--- src/rtl/arb8_pkg.sv ---
// Shared types and the round-robin search for the eight-way arbiter.
package arb8_pkg;

  localparam int NUM_REQ = 8;
  localparam int IDX_W   = 3;

  typedef enum logic {
    ARB_IDLE = 1'b0,
    ARB_BUSY = 1'b1
  } arb_state_t;

  // First set request after 'last', wrapping; the 3-bit add wraps modulo 8.
  function automatic logic [IDX_W-1:0] next_rr(input logic [NUM_REQ-1:0] req,
                                               input logic [IDX_W-1:0]   last);
    logic [IDX_W-1:0] win;
    logic [IDX_W-1:0] cand;
    logic             found;
    win   = last;
    found = 1'b0;
    for (int i = 1; i <= NUM_REQ; i++) begin
      cand = last + IDX_W'(i);
      if (!found && req[cand]) begin
        win   = cand;
        found = 1'b1;
      end
    end
    return win;
  endfunction

endpackage

--- src/rtl/dec3to8.sv ---
// Combinational 3-to-8 one-hot decoder.
module dec3to8
  import arb8_pkg::*;
(
  input  logic [IDX_W-1:0]   a,
  output logic [NUM_REQ-1:0] dout
);

  always_comb begin
    dout    = '0;
    dout[a] = 1'b1;
  end

endmodule

--- src/rtl/arb8_rr_dec.sv ---
// Eight-way round-robin arbiter with one-hot grant decode.
// Define ARB_TIMEOUT_EN to add hold-time preemption limited by MAX_HOLD.
module arb8_rr_dec
  import arb8_pkg::*;
#(
  parameter int MAX_HOLD = 16
) (
  input  logic               clk,
  input  logic               rst,
  input  logic [NUM_REQ-1:0] req,
  output logic [NUM_REQ-1:0] gnt,
  output logic [IDX_W-1:0]   gnt_idx,
  output logic               gnt_vld,
  output logic               timeout
);

  if (MAX_HOLD < 1 || MAX_HOLD > 255) begin : g_bad_max_hold
    $error("arb8_rr_dec: MAX_HOLD must be in 1..255");
  end

  arb_state_t       state_q, state_d;
  logic [IDX_W-1:0] last_q, last_d;
  logic [IDX_W-1:0] gnt_idx_q, gnt_idx_d;
  logic [IDX_W-1:0] win;
  logic [NUM_REQ-1:0] dec_out;

`ifdef ARB_TIMEOUT_EN
  localparam int               CNT_W  = $clog2(MAX_HOLD + 1);
  localparam logic [CNT_W-1:0] CNT_TC = CNT_W'(MAX_HOLD - 1);
  logic [CNT_W-1:0] cnt_q, cnt_d;
  logic             timeout_q, timeout_d;
`endif

  assign win = next_rr(req, last_q);

  always_comb begin
    state_d   = state_q;
    last_d    = last_q;
    gnt_idx_d = gnt_idx_q;
`ifdef ARB_TIMEOUT_EN
    cnt_d     = cnt_q;
    timeout_d = 1'b0;
`endif
    case (state_q)
      ARB_IDLE: begin
        if (req != '0) begin
          state_d   = ARB_BUSY;
          last_d    = win;
          gnt_idx_d = win;
`ifdef ARB_TIMEOUT_EN
          cnt_d     = '0;
`endif
        end
      end
      ARB_BUSY: begin
        // Release is checked first so it beats a coincident terminal count.
        if (!req[gnt_idx_q]) begin
          state_d = ARB_IDLE;
        end
`ifdef ARB_TIMEOUT_EN
        else if (cnt_q == CNT_TC) begin
          state_d   = ARB_IDLE;
          timeout_d = 1'b1;
        end else begin
          cnt_d = (cnt_q == {CNT_W{1'b1}}) ? cnt_q : cnt_q + 1'b1;
        end
`endif
      end
      default: state_d = ARB_IDLE;
    endcase
  end

  always_ff @(posedge clk or posedge rst) begin
    if (rst) begin
      state_q   <= ARB_IDLE;
      last_q    <= IDX_W'(NUM_REQ - 1);
      gnt_idx_q <= '0;
`ifdef ARB_TIMEOUT_EN
      cnt_q     <= '0;
      timeout_q <= 1'b0;
`endif
    end else begin
      state_q   <= state_d;
      last_q    <= last_d;
      gnt_idx_q <= gnt_idx_d;
`ifdef ARB_TIMEOUT_EN
      cnt_q     <= cnt_d;
      timeout_q <= timeout_d;
`endif
    end
  end

  dec3to8 u_dec (
    .a    (gnt_idx_q),
    .dout (dec_out)
  );

  assign gnt_vld = (state_q == ARB_BUSY);
  assign gnt_idx = gnt_idx_q;
  assign gnt     = dec_out & {NUM_REQ{gnt_vld}};

`ifdef ARB_TIMEOUT_EN
  assign timeout = timeout_q;
`else
  assign timeout = 1'b0;
`endif

endmodule

--- config.mk ---
export PLATFORM = sky130hd
export DESIGN_NAME = arb8_rr_dec
export DESIGN_NICKNAME = d
export VERILOG_FILES = /design/src/rtl/arb8_pkg.sv /design/src/rtl/dec3to8.sv /design/src/rtl/arb8_rr_dec.sv
export SDC_FILE = /design/constraint.sdc
export NUM_CORES = 1
export LEC_CHECK = 0
export ABC_AREA = 0
export CAP_MARGIN = 20
export CORE_UTILIZATION = 45
export CTS_CLUSTER_SIZE = 14
export DETAILED_ROUTE_END_ITERATION = 7
export DONT_BUFFER_PORTS = 1
export GPL_TIMING_DRIVEN = 0
export SETUP_SLACK_MARGIN = 0.02
export SYNTH_ARGS = -nofsm -noshare
export SYNTH_HDL_FRONTEND = slang
export SYNTH_SLANG_ARGS = --single-unit
--- constraint.sdc ---
create_clock -name clk -period 4.7 [get_ports clk]
set_clock_uncertainty 0.05 [all_clocks]
set_input_delay 1.41 -clock clk [delete_from_list [all_inputs] [get_ports clk]]
set_output_delay 1.41 -clock clk [all_outputs]
set_load 0.01 [all_outputs]
==> run summary, run 1 <==
- fraction of final layout cells sized beyond drive strength 1: 23.53%
- result of the run: completed
- most common library cell in the layout ignoring fill and taps: nand2_1
- clock slew at reported path FFs: 0.05 ns
- setup slack on the worst flop-to-flop path: 0.90 ns
- Post-Syn Nets: 161
- number of search-and-repair iterations in the first detailed-routing pass: 4
- simple-gate share of the synthesized area: 17.56%
- number of max-cap violations: 0
- maximum number of pins on one net before global-route repair: 11
- synthesized-area fraction occupied by adder cells: 1.756%
- number of hold buffers added after cts: 0
- number of primary I/O pins: 23
- number of hold violations in the final report: 0
- number of nets in the finished design: 166
- arrival time at the worst endpoint: 3.91 ns
- post-synthesis compound-gate area fraction: 16.86%
- DR iter-0 viols: 60
- slew at the pin with the worst max-slew slack: 0.5708 ns
- yosys synthesis warning count: 0
- hold endpoint: gnt_vld$_DFF_PP0_
- height of the chip: 58.28 um
- parity-gate share of the synthesized area counting xor and xnor cells: 3.687%
- TritonCTS clock tree: done
- overall global routing resource usage: 21.81%
- origin of the critical flop-to-flop path: last_q[1]$_DFFE_PP1P_
- Core ar.: 3028 sq um
- min Tclk post-route: 3.796 ns
- startpoint types: register
- worst hold path startpoint: gnt_vld$_DFF_PP0_
- Starting Density: 47.07%
- final setup violation count: 0
- post-synthesis sequential area ratio: 12.55%
- worst-skew pair later-pin latency: 0.25 ns
- routability congestion estimate from global placement: 0.8635
- Core Rows: 20
- Post-synth EDFFs: 0
- RSZ-0062 raised after global routing: false
- post-synth cell types: 55
- first-pass GRT wire length: 5.699 mm
- post-CTS setup buffer count: 0
- dominant combinational cell family by area after synthesis: multiplexers
- die area: 3396 sq um
- WHS Path Cells: 1
- maximum clock insertion buffer count: 2
- critical path data required time: 4.81 ns
- number of buffers inserted during clock tree synthesis: 3
- max-slew headroom at the worst pin: 61.82%
- antenna violations before repair: 0
- combined area of all synthesized cells: 1425 sq um
- ys async rst share: 100.0%
- Fin Hold WS: 0.6216 ns
- number of resized instances in the post-cts repair step: 0
- Reg-to-Reg End: gnt_idx[0]$_DFFE_PP0P_
- dominant register cell in the synthesized netlist: dfrtp_1
- DR DRC count: 0
- placed instance count: 193
- timing-limited maximum frequency: 263.4 MHz
- maximum level of the CTS H-tree: 1
- total negative setup slack: 0 ns
- via density per instance: 6.457
- multiplexer share of the synthesized area: 40.47%
- number of buffer cells added on primary ports: 0
- total number of vias: 1272
- most used cells in the layout excluding fill and tap cells: 14 x nand2_1, 13 x mux4_2, 10 x mux2i_1, 10 x nor2_1, 6 x nand2b_1
- global route overflow: 0
- clk root buf: clkbuf_4
- TritonCTS sink count: 7
- Mean Syn Cell Area: 9.565 sq um
- HP Class: reg2reg
- number of global-route vias before repair: 1220
- depth of the most critical reg-to-reg path: 11
- Seq cells post-synth: 7
- Final Cycle Share: 80.77%
- antenna-violating nets left: 0
- Post-Synthesis Cells: 149
- detail-routed net length per standard cell: 17.19 um
- Routed WL: 3.386 mm
- Syn-to-layout area delta: 5.706%
- Final Max Slew Viols: 0
- worst setup path class: reg2reg
- top fanout value on the critical path: 10
- die outline width: 58.28 um
- Non-Filler Instances: 197
- detailed-placement wirelength estimate: 2.518 mm
- Antenna Diode Count: 0
- kind of end point of the critical path: register
[worst max path at each step]
| stage | slack, ns | endpoint | cells after the start | from |
|---|---|---|---|---|
| CTS | 0.90 | gnt_idx[0]$_DFFE_PP0P_ | 11 | last_q[1]$_DFFE_PP1P_ |
| finish | 0.90 | gnt_idx[0]$_DFFE_PP0P_ | 11 | last_q[1]$_DFFE_PP1P_ |
| global route | 0.67 | gnt_idx[0]$_DFFE_PP0P_ | 11 | last_q[1]$_DFFE_PP1P_ |
| floorplan | 1.46 | gnt_idx[1]$_DFFE_PP0P_ | 7 | req[7] |
| global placement | 0.95 | gnt_idx[0]$_DFFE_PP0P_ | 11 | last_q[1]$_DFFE_PP1P_ |
| detailed placement | 0.91 | gnt_idx[0]$_DFFE_PP0P_ | 11 | last_q[1]$_DFFE_PP1P_ |
[layout make-up]
cell class / count / area [sq um]
Buffer: 13 / 75.07
Sequential cell: 7 / 178.9
Clock buffer: 4 / 26.28
Multi-Input combinational cell: 123 / 1149
Inverter: 6 / 22.52
Tap cell: 44 / 55.05
Fill cell: 303 / 1521
[per-layer routing]
metal | share of wire, % | GRT usage (%) | vias up | wire length [um]
li1 | - | - | 589 | -
met1 | 46 | 30.82 | 628 | 1557
met2 | 48 | 35.63 | 51 | 1613
met3 | 5.1 | 3.348 | 4 | 172
met4 | 1.3 | 4.422 | 0 | 43
met5 | 0 | 0 | - | 0
[cells by family after synthesis]
group | count (synthesis)
AO/OA/AOI/OAI | 32
XOR/XNOR | 6
adder cells (fa/ha/maj) | 2
buffers and inverters | 19
multiplexers | 33
flip-flops | 7
AND/OR/NAND/NOR | 49
other | 1
[sequential cells by signal (all words and copies together) (netlist names)]
signal	count
gnt_idx	3
last_q	3
gnt_vld	1
[metrics by stage]
stage          worst slack, ns  utilization [%]  instance area (sq um)
4_1_cts                 0.8980            49.75                   1506
3_3_place_gp            0.9520            48.88                   1480
2_1_floorplan            1.463                -                   1425
5_1_grt                 0.6749            49.75                   1506
6_report                0.9037            49.75                   1506
3_5_place_dp            0.9125            48.88                   1480
[worst max-delay path, cell delays in order (launching register included)]
cell and delay [ns]:
dfstp_2 0.53, buf_2 0.25, buf_1 0.48, inv_1 0.10, ha_1 0.19, buf_2 0.17
xor2_1 0.32, mux4_1 0.80, a21boi_0 0.20, o221ai_1 0.27, nand2_1 0.13, o221ai_1 0.20
[cell usage after synthesis (all sizes together) (2+ instances only)]
cell / number / share of area (%)
buf: 10 / 4.4
xnor2: 3 / 1.8
nor2b: 3 / 1.8
o221ai: 2 / 1.2
xor2: 3 / 1.8
o22ai: 2 / 0.88
dfstp: 3 / 5.5
nor3: 4 / 1.4
a211oi: 2 / 1.4
nand3: 3 / 1.1
ha: 2 / 1.8
or2b: 2 / 1.1
a21oi: 5 / 2.0
nand2: 14 / 3.7
nand2b: 6 / 2.6
nor2: 10 / 2.6
mux2: 5 / 4.0
mux2i: 11 / 8.6
nor4: 3 / 1.3
o31ai: 2 / 1.1
o21ai: 4 / 1.4
inv: 5 / 1.3
mux4: 17 / 28
clkbuf: 3 / 0.88
a21boi: 2 / 1.1
dfrtp: 4 / 7.0
Power of run 1 is left out: the tool's default activity adds up to more than one toggle a clock period on the data nets, which glitch-free logic cannot reach.
==> inputs of run 2 (changes only) <==
- clock period: 4.7 -> 3.9 ns (I/O delays scaled with it)
==> run summary, run 2 (same netlist as run 1, synthesis figures left out) <==
- number of max-cap violations: 0, unchanged
- die outline width: 58.28 um, unchanged
- detailed-placement wirelength estimate: 2.518 mm, unchanged
- number of search-and-repair iterations in the first detailed-routing pass: 4, unchanged
- Final Cycle Share: 90.76%, was 80.77%
- global route overflow: 0, unchanged
- fraction of final layout cells sized beyond drive strength 1: 24.34%, was 23.53%
- Routed WL: 3.305 mm, was 3.386 mm
- min Tclk post-route: 3.539 ns, was 3.796 ns
- cell occurring most often along the worst timing path: o221ai_1
- Critical Path, Cell by Cell: buf_4, clkbuf_2, inv_1, ha_1, buf_2, xor2_1, mux4_1, a21boi_0, o221ai_1, nand2_1, o221ai_1, was buf_2, buf_1, inv_1, ha_1, buf_2, xor2_1, mux4_1, a21boi_0, o221ai_1, nand2_1, o221ai_1
- routability congestion estimate from global placement: 0.8635, unchanged
- startpoint types: register, unchanged
- Syn-to-layout area delta: 5.531%, was 5.706%
- end-of-flow core utilization: 49.67%, was 49.75%
- Final Max Slew Viols: 0, unchanged
- setup slack on the worst flop-to-flop path: 0.36 ns, was 0.90 ns
- hold endpoint: gnt_vld$_DFF_PP0_, unchanged
- Antenna Diode Count: 0, unchanged
- DR iter-0 viols: 78, was 60
- via density per instance: 6.413, was 6.457
- worst-skew pair later-pin latency: 0.25 ns, about the same
- top fanout value on the critical path: 10, unchanged
- max incr delay on CP: 0.79 ns, was 0.80 ns
- Core Rows: 20, unchanged
- number of buffers inserted during clock tree synthesis: 3, unchanged
- slew at the pin with the worst max-slew slack: 0.5697 ns, was 0.5708 ns
- DR DRC count: 0, unchanged
- RSZ-0062 raised after global routing: false, unchanged
- critical path data required time: 4.01 ns, was 4.81 ns
- maximum clock insertion buffer count: 2, unchanged
- worst hold path startpoint: gnt_vld$_DFF_PP0_, unchanged
- Starting Density: 47.07%, unchanged
- CP max stage cell: mux4_1, unchanged
- most common library cell in the layout ignoring fill and taps: nand2_1, unchanged
- overall global routing resource usage: 21.81%, unchanged
- number of nets in the finished design: 165, was 166
- height of the chip: 58.28 um, unchanged
- number of primary I/O pins: 23, unchanged
- result of the run: completed, unchanged
- number of hold violations in the final report: 0, unchanged
- die area: 3396 sq um, unchanged
- number of hold buffers added after cts: 0, unchanged
- maximum level of the CTS H-tree: 1, unchanged
- Reg-to-Reg End: gnt_idx[0]$_DFFE_PP0P_, unchanged
- detail-routed net length per standard cell: 16.86 um, was 17.19 um
- max-slew headroom at the worst pin: 61.89%, was 61.82%
- TritonCTS sink count: 7, unchanged
- HP Class: reg2reg, unchanged
- clock slew at reported path FFs: 0.05 ns, about the same
- Core ar.: 3028 sq um, unchanged
- worst setup path class: reg2reg, unchanged
- antenna violations before repair: 0, unchanged
- number of buffer cells added on primary ports: 0, unchanged
- maximum number of pins on one net before global-route repair: 11, unchanged
- timing-limited maximum frequency: 282.5 MHz, was 263.4 MHz
- antenna-violating nets left: 0, unchanged
- arrival time at the worst endpoint: 3.65 ns, was 3.91 ns
- total negative setup slack: 0 ns, unchanged
- number of global-route vias before repair: 1220, unchanged
- first-pass GRT wire length: 5.699 mm, unchanged
- total number of vias: 1257, was 1272
- TritonCTS clock tree: done, unchanged
- depth of the most critical reg-to-reg path: 11, unchanged
- post-CTS setup buffer count: 0, unchanged
- final setup violation count: 0, unchanged
- kind of end point of the critical path: register, unchanged
- Fin Hold WS: 0.6185 ns, was 0.6216 ns
- WHS Path Cells: 1, unchanged
- clk root buf: clkbuf_4, unchanged
- most used cells in the layout excluding fill and tap cells: 14 x nand2_1, 13 x mux4_2, 10 x mux2i_1, 10 x nor2_1, 6 x nand2b_1, unchanged
- origin of the critical flop-to-flop path: last_q[0]$_DFFE_PP1P_, was last_q[1]$_DFFE_PP1P_
## run 2: cell count changes in the layout (fill, tap and decap cells not counted), sizes merged
cell	change
buf	-2
clkbuf	+1
## run 2: metrics by stage
stage | std cells | area, sq um | setup slack, ns
after floorplan | 149 | 1425 | 0.6996
after detailed placement | 193 | 1480 | 0.1125
after global routing | 196 | 1504 | 0.1515
after global placement | 193 | 1480 | 0.1520
final | 196 | 1504 | 0.3605
after CTS | 197 | 1506 | 0.09799
## run 2: worst max-delay path by stage
stage                          startpoint                endpoint  slack (ns)  depth (start not counted)
floorplan           last_q[0]$_DFFE_PP1P_   last_q[1]$_DFFE_PP1P_        0.70                         11
global placement    last_q[1]$_DFFE_PP1P_  gnt_idx[0]$_DFFE_PP0P_        0.15                         11
detailed placement  last_q[1]$_DFFE_PP1P_  gnt_idx[0]$_DFFE_PP0P_        0.11                         11
CTS                 last_q[1]$_DFFE_PP1P_  gnt_idx[0]$_DFFE_PP0P_         0.1                         11
global route        last_q[0]$_DFFE_PP1P_  gnt_idx[0]$_DFFE_PP0P_        0.15                         11
finish              last_q[0]$_DFFE_PP1P_  gnt_idx[0]$_DFFE_PP0P_        0.36                         11
## run 2: critical path, delay by kind of cell, from the launching register on
family,cells,cell delay (ns)
muxes,1,0.79
buffers and inverters,4,0.75
AOI/OAI and AO/OA,3,0.67
DFF,1,0.53
xor gates and xnor gates,1,0.33
adders and majority gates,1,0.19
and+or+nand+nor,1,0.13
## run 2: timing repair
action / CTS / global route
resized for setup: 0 / 1
hold endpoints to repair: 0 / 0
endpoints found under the setup margin: 0 / 5
## run 2: routing by layer
metal	vias up	track usage, %	part of all wire, %
met2	47	35.63	48
met4	0	4.422	1.3
li1	585	-	-
met1	621	30.82	46
met5	-	0	0
met3	4	3.348	4.8
## run 2: area by class of cell
type                            count  area, sq um
Sequential cell                     7        178.9
Clock buffer                        4        26.28
Fill cell                         303         1524
Buffer                             12        72.57
Tap cell                           44        55.05
Multi-Input combinational cell    123         1149
Inverter                            6        22.52
Power of run 2 is left out for the same reason.
==> inputs of run 3 (changes only) <==
- CTS_BUF_LIST: not set -> sky130_fd_sc_hd__clkbuf_8
==> run summary, run 3 (same netlist as run 1, synthesis figures left out) <==
- Fin Hold WS: 0.6152 ns, was 0.6185 ns
- RSZ-0062 raised after global routing: false, unchanged
- number of max-cap violations: 0, unchanged
- Routed WL: 3.307 mm, was 3.305 mm
- maximum number of pins on one net before global-route repair: 11, unchanged
- critical path data required time: 3.98 ns, was 4.01 ns
- arrival time at the worst endpoint: 3.61 ns, was 3.65 ns
- startpoint types: register, unchanged
- timing-limited maximum frequency: 283.4 MHz, was 282.5 MHz
- Starting Density: 47.07%, unchanged
- TritonCTS clock tree: done, unchanged
- number of buffers inserted during clock tree synthesis: 3, unchanged
- top fanout value on the critical path: 10, unchanged
- max-slew headroom at the worst pin: 61.89%, unchanged
- clock slew at reported path FFs: 0.04 ns, was 0.05 ns
- most used cells in the layout excluding fill and tap cells: 14 x nand2_1, 13 x mux4_2, 10 x mux2i_1, 10 x nor2_1, was 14 x nand2_1, 13 x mux4_2, 10 x mux2i_1, 10 x nor2_1, 6 x nand2b_1
- placed instance count: 193, unchanged
- kind of end point of the critical path: register, unchanged
- antenna-violating nets left: 0, unchanged
- number of hold buffers added after cts: 0, unchanged
- Core Rows: 20, unchanged
- TritonCTS sink count: 7, unchanged
- Critical Path, Cell by Cell: buf_4, clkbuf_2, inv_1, ha_1, buf_2, xor2_1, mux4_1, a21boi_0, o221ai_1, nand2_1, o221ai_1, unchanged
- number of global-route vias before repair: 1214, was 1220
- final setup violation count: 0, unchanged
- first-pass GRT wire length: 5.692 mm, was 5.699 mm
- min Tclk post-route: 3.529 ns, was 3.539 ns
- max incr delay on CP: 0.79 ns, about the same
- antenna violations before repair: 0, unchanged
- worst-skew pair later-pin latency: 0.23 ns, was 0.25 ns
- DR iter-0 viols: 89, was 78
- detailed-placement wirelength estimate: 2.518 mm, unchanged
- Syn-to-layout area delta: 6.848%, was 5.531%
- Place WS: 0.1125 ns, unchanged
- most common library cell in the layout ignoring fill and taps: nand2_1, unchanged
- routability congestion estimate from global placement: 0.8635, unchanged
- die area: 3396 sq um, unchanged
- number of search-and-repair iterations in the first detailed-routing pass: 4, unchanged
- die outline width: 58.28 um, unchanged
- overall global routing resource usage: 21.81%, unchanged
- maximum level of the CTS H-tree: 1, unchanged
- cell occurring most often along the worst timing path: o221ai_1, unchanged
- worst setup path class: reg2reg, unchanged
- Antenna Diode Count: 0, unchanged
- clk root buf: clkbuf_8, was clkbuf_4
- via density per instance: 6.378, was 6.413
- height of the chip: 58.28 um, unchanged
- total negative setup slack: 0 ns, unchanged
- fraction of final layout cells sized beyond drive strength 1: 24.34%, unchanged
- number of buffer cells added on primary ports: 0, unchanged
- result of the run: completed, unchanged
- slew at the pin with the worst max-slew slack: 0.5697 ns, about the same
- Final Cycle Share: 90.48%, was 90.76%
- HP Class: reg2reg, unchanged
- Non-Filler Instances: 196, unchanged
- maximum clock insertion buffer count: 2, unchanged
- setup slack after layout: 0.3711 ns, was 0.3605 ns
- CP max stage cell: mux4_1, unchanged
- number of primary I/O pins: 23, unchanged
- global route overflow: 0, unchanged
- DR DRC count: 0, unchanged
- detail-routed net length per standard cell: 16.87 um, was 16.86 um
- Core ar.: 3028 sq um, unchanged
- number of nets in the finished design: 165, unchanged
- total number of vias: 1250, was 1257
- number of hold violations in the final report: 0, unchanged
- Final Max Slew Viols: 0, unchanged
-- run 3: layout make-up --
class / instances / area [sq um]
plain buffers: 12 / 72.57
clock buffers: 3 / 41.29
clock inverters: 1 / 3.754
fillers: 298 / 1505
inverters: 6 / 22.52
multi-input cells: 123 / 1149
flip-flops and latches: 7 / 178.9
well taps: 44 / 55.05
-- run 3: what timing repair did --
item | in CTS | in global routing
endpoints found under the setup margin | 0 | 5
buffers inserted | 0 | 0
resized for setup | 0 | 1
-- run 3: worst paths after layout --
| kind | slack (ns) | start | endpoint | cells after the start |
|---|---|---|---|---|
| setup / recovery | 0.37 | last_q[0]$_DFFE_PP1P_ | gnt_idx[0]$_DFFE_PP0P_ | 11 |
| hold / removal | 0.62 | gnt_vld$_DFF_PP0_ | gnt_vld$_DFF_PP0_ | 1 |
| min in group asynchronous | 0.71 | rst | gnt_idx[1]$_DFFE_PP0P_ | 1 |
| setup reg to reg | 0.37 | last_q[0]$_DFFE_PP1P_ | gnt_idx[0]$_DFFE_PP0P_ | 11 |
| hold reg to reg | 0.62 | gnt_vld$_DFF_PP0_ | gnt_vld$_DFF_PP0_ | 1 |
| max in group asynchronous | 2.82 | rst | last_q[0]$_DFFE_PP1P_ | 1 |
-- run 3: per-stage QoR --
step	util, %	area (sq um)
after floorplan	-	1425
after global placement	48.88	1480
after detailed placement	48.88	1480
after CTS	50.37	1525
after global routing	50.29	1523
final	50.29	1523
-- run 3: critical path, delay by kind of cell, from the launching register on --
kind	cells	cell delay [ns]
AOI/OAI and AO/OA	3	0.67
xor gates and xnor gates	1	0.33
adders and majority gates	1	0.19
buffers and inverters	4	0.75
DFF	1	0.53
muxes	1	0.79
and+or+nand+nor	1	0.13
-- run 3: metal layers --
layer  vias up  track usage, %  share of wire (%)  routed length (um)
met5         -               0                  0                   0
met4         0           4.422                1.3                  43
met3         4           3.348                4.9                 162
met2        45           35.63                 48                1571
met1       616           30.82                 46                1530
li1        585               -                  -                   -
Power of run 3 is left out for the same reason.
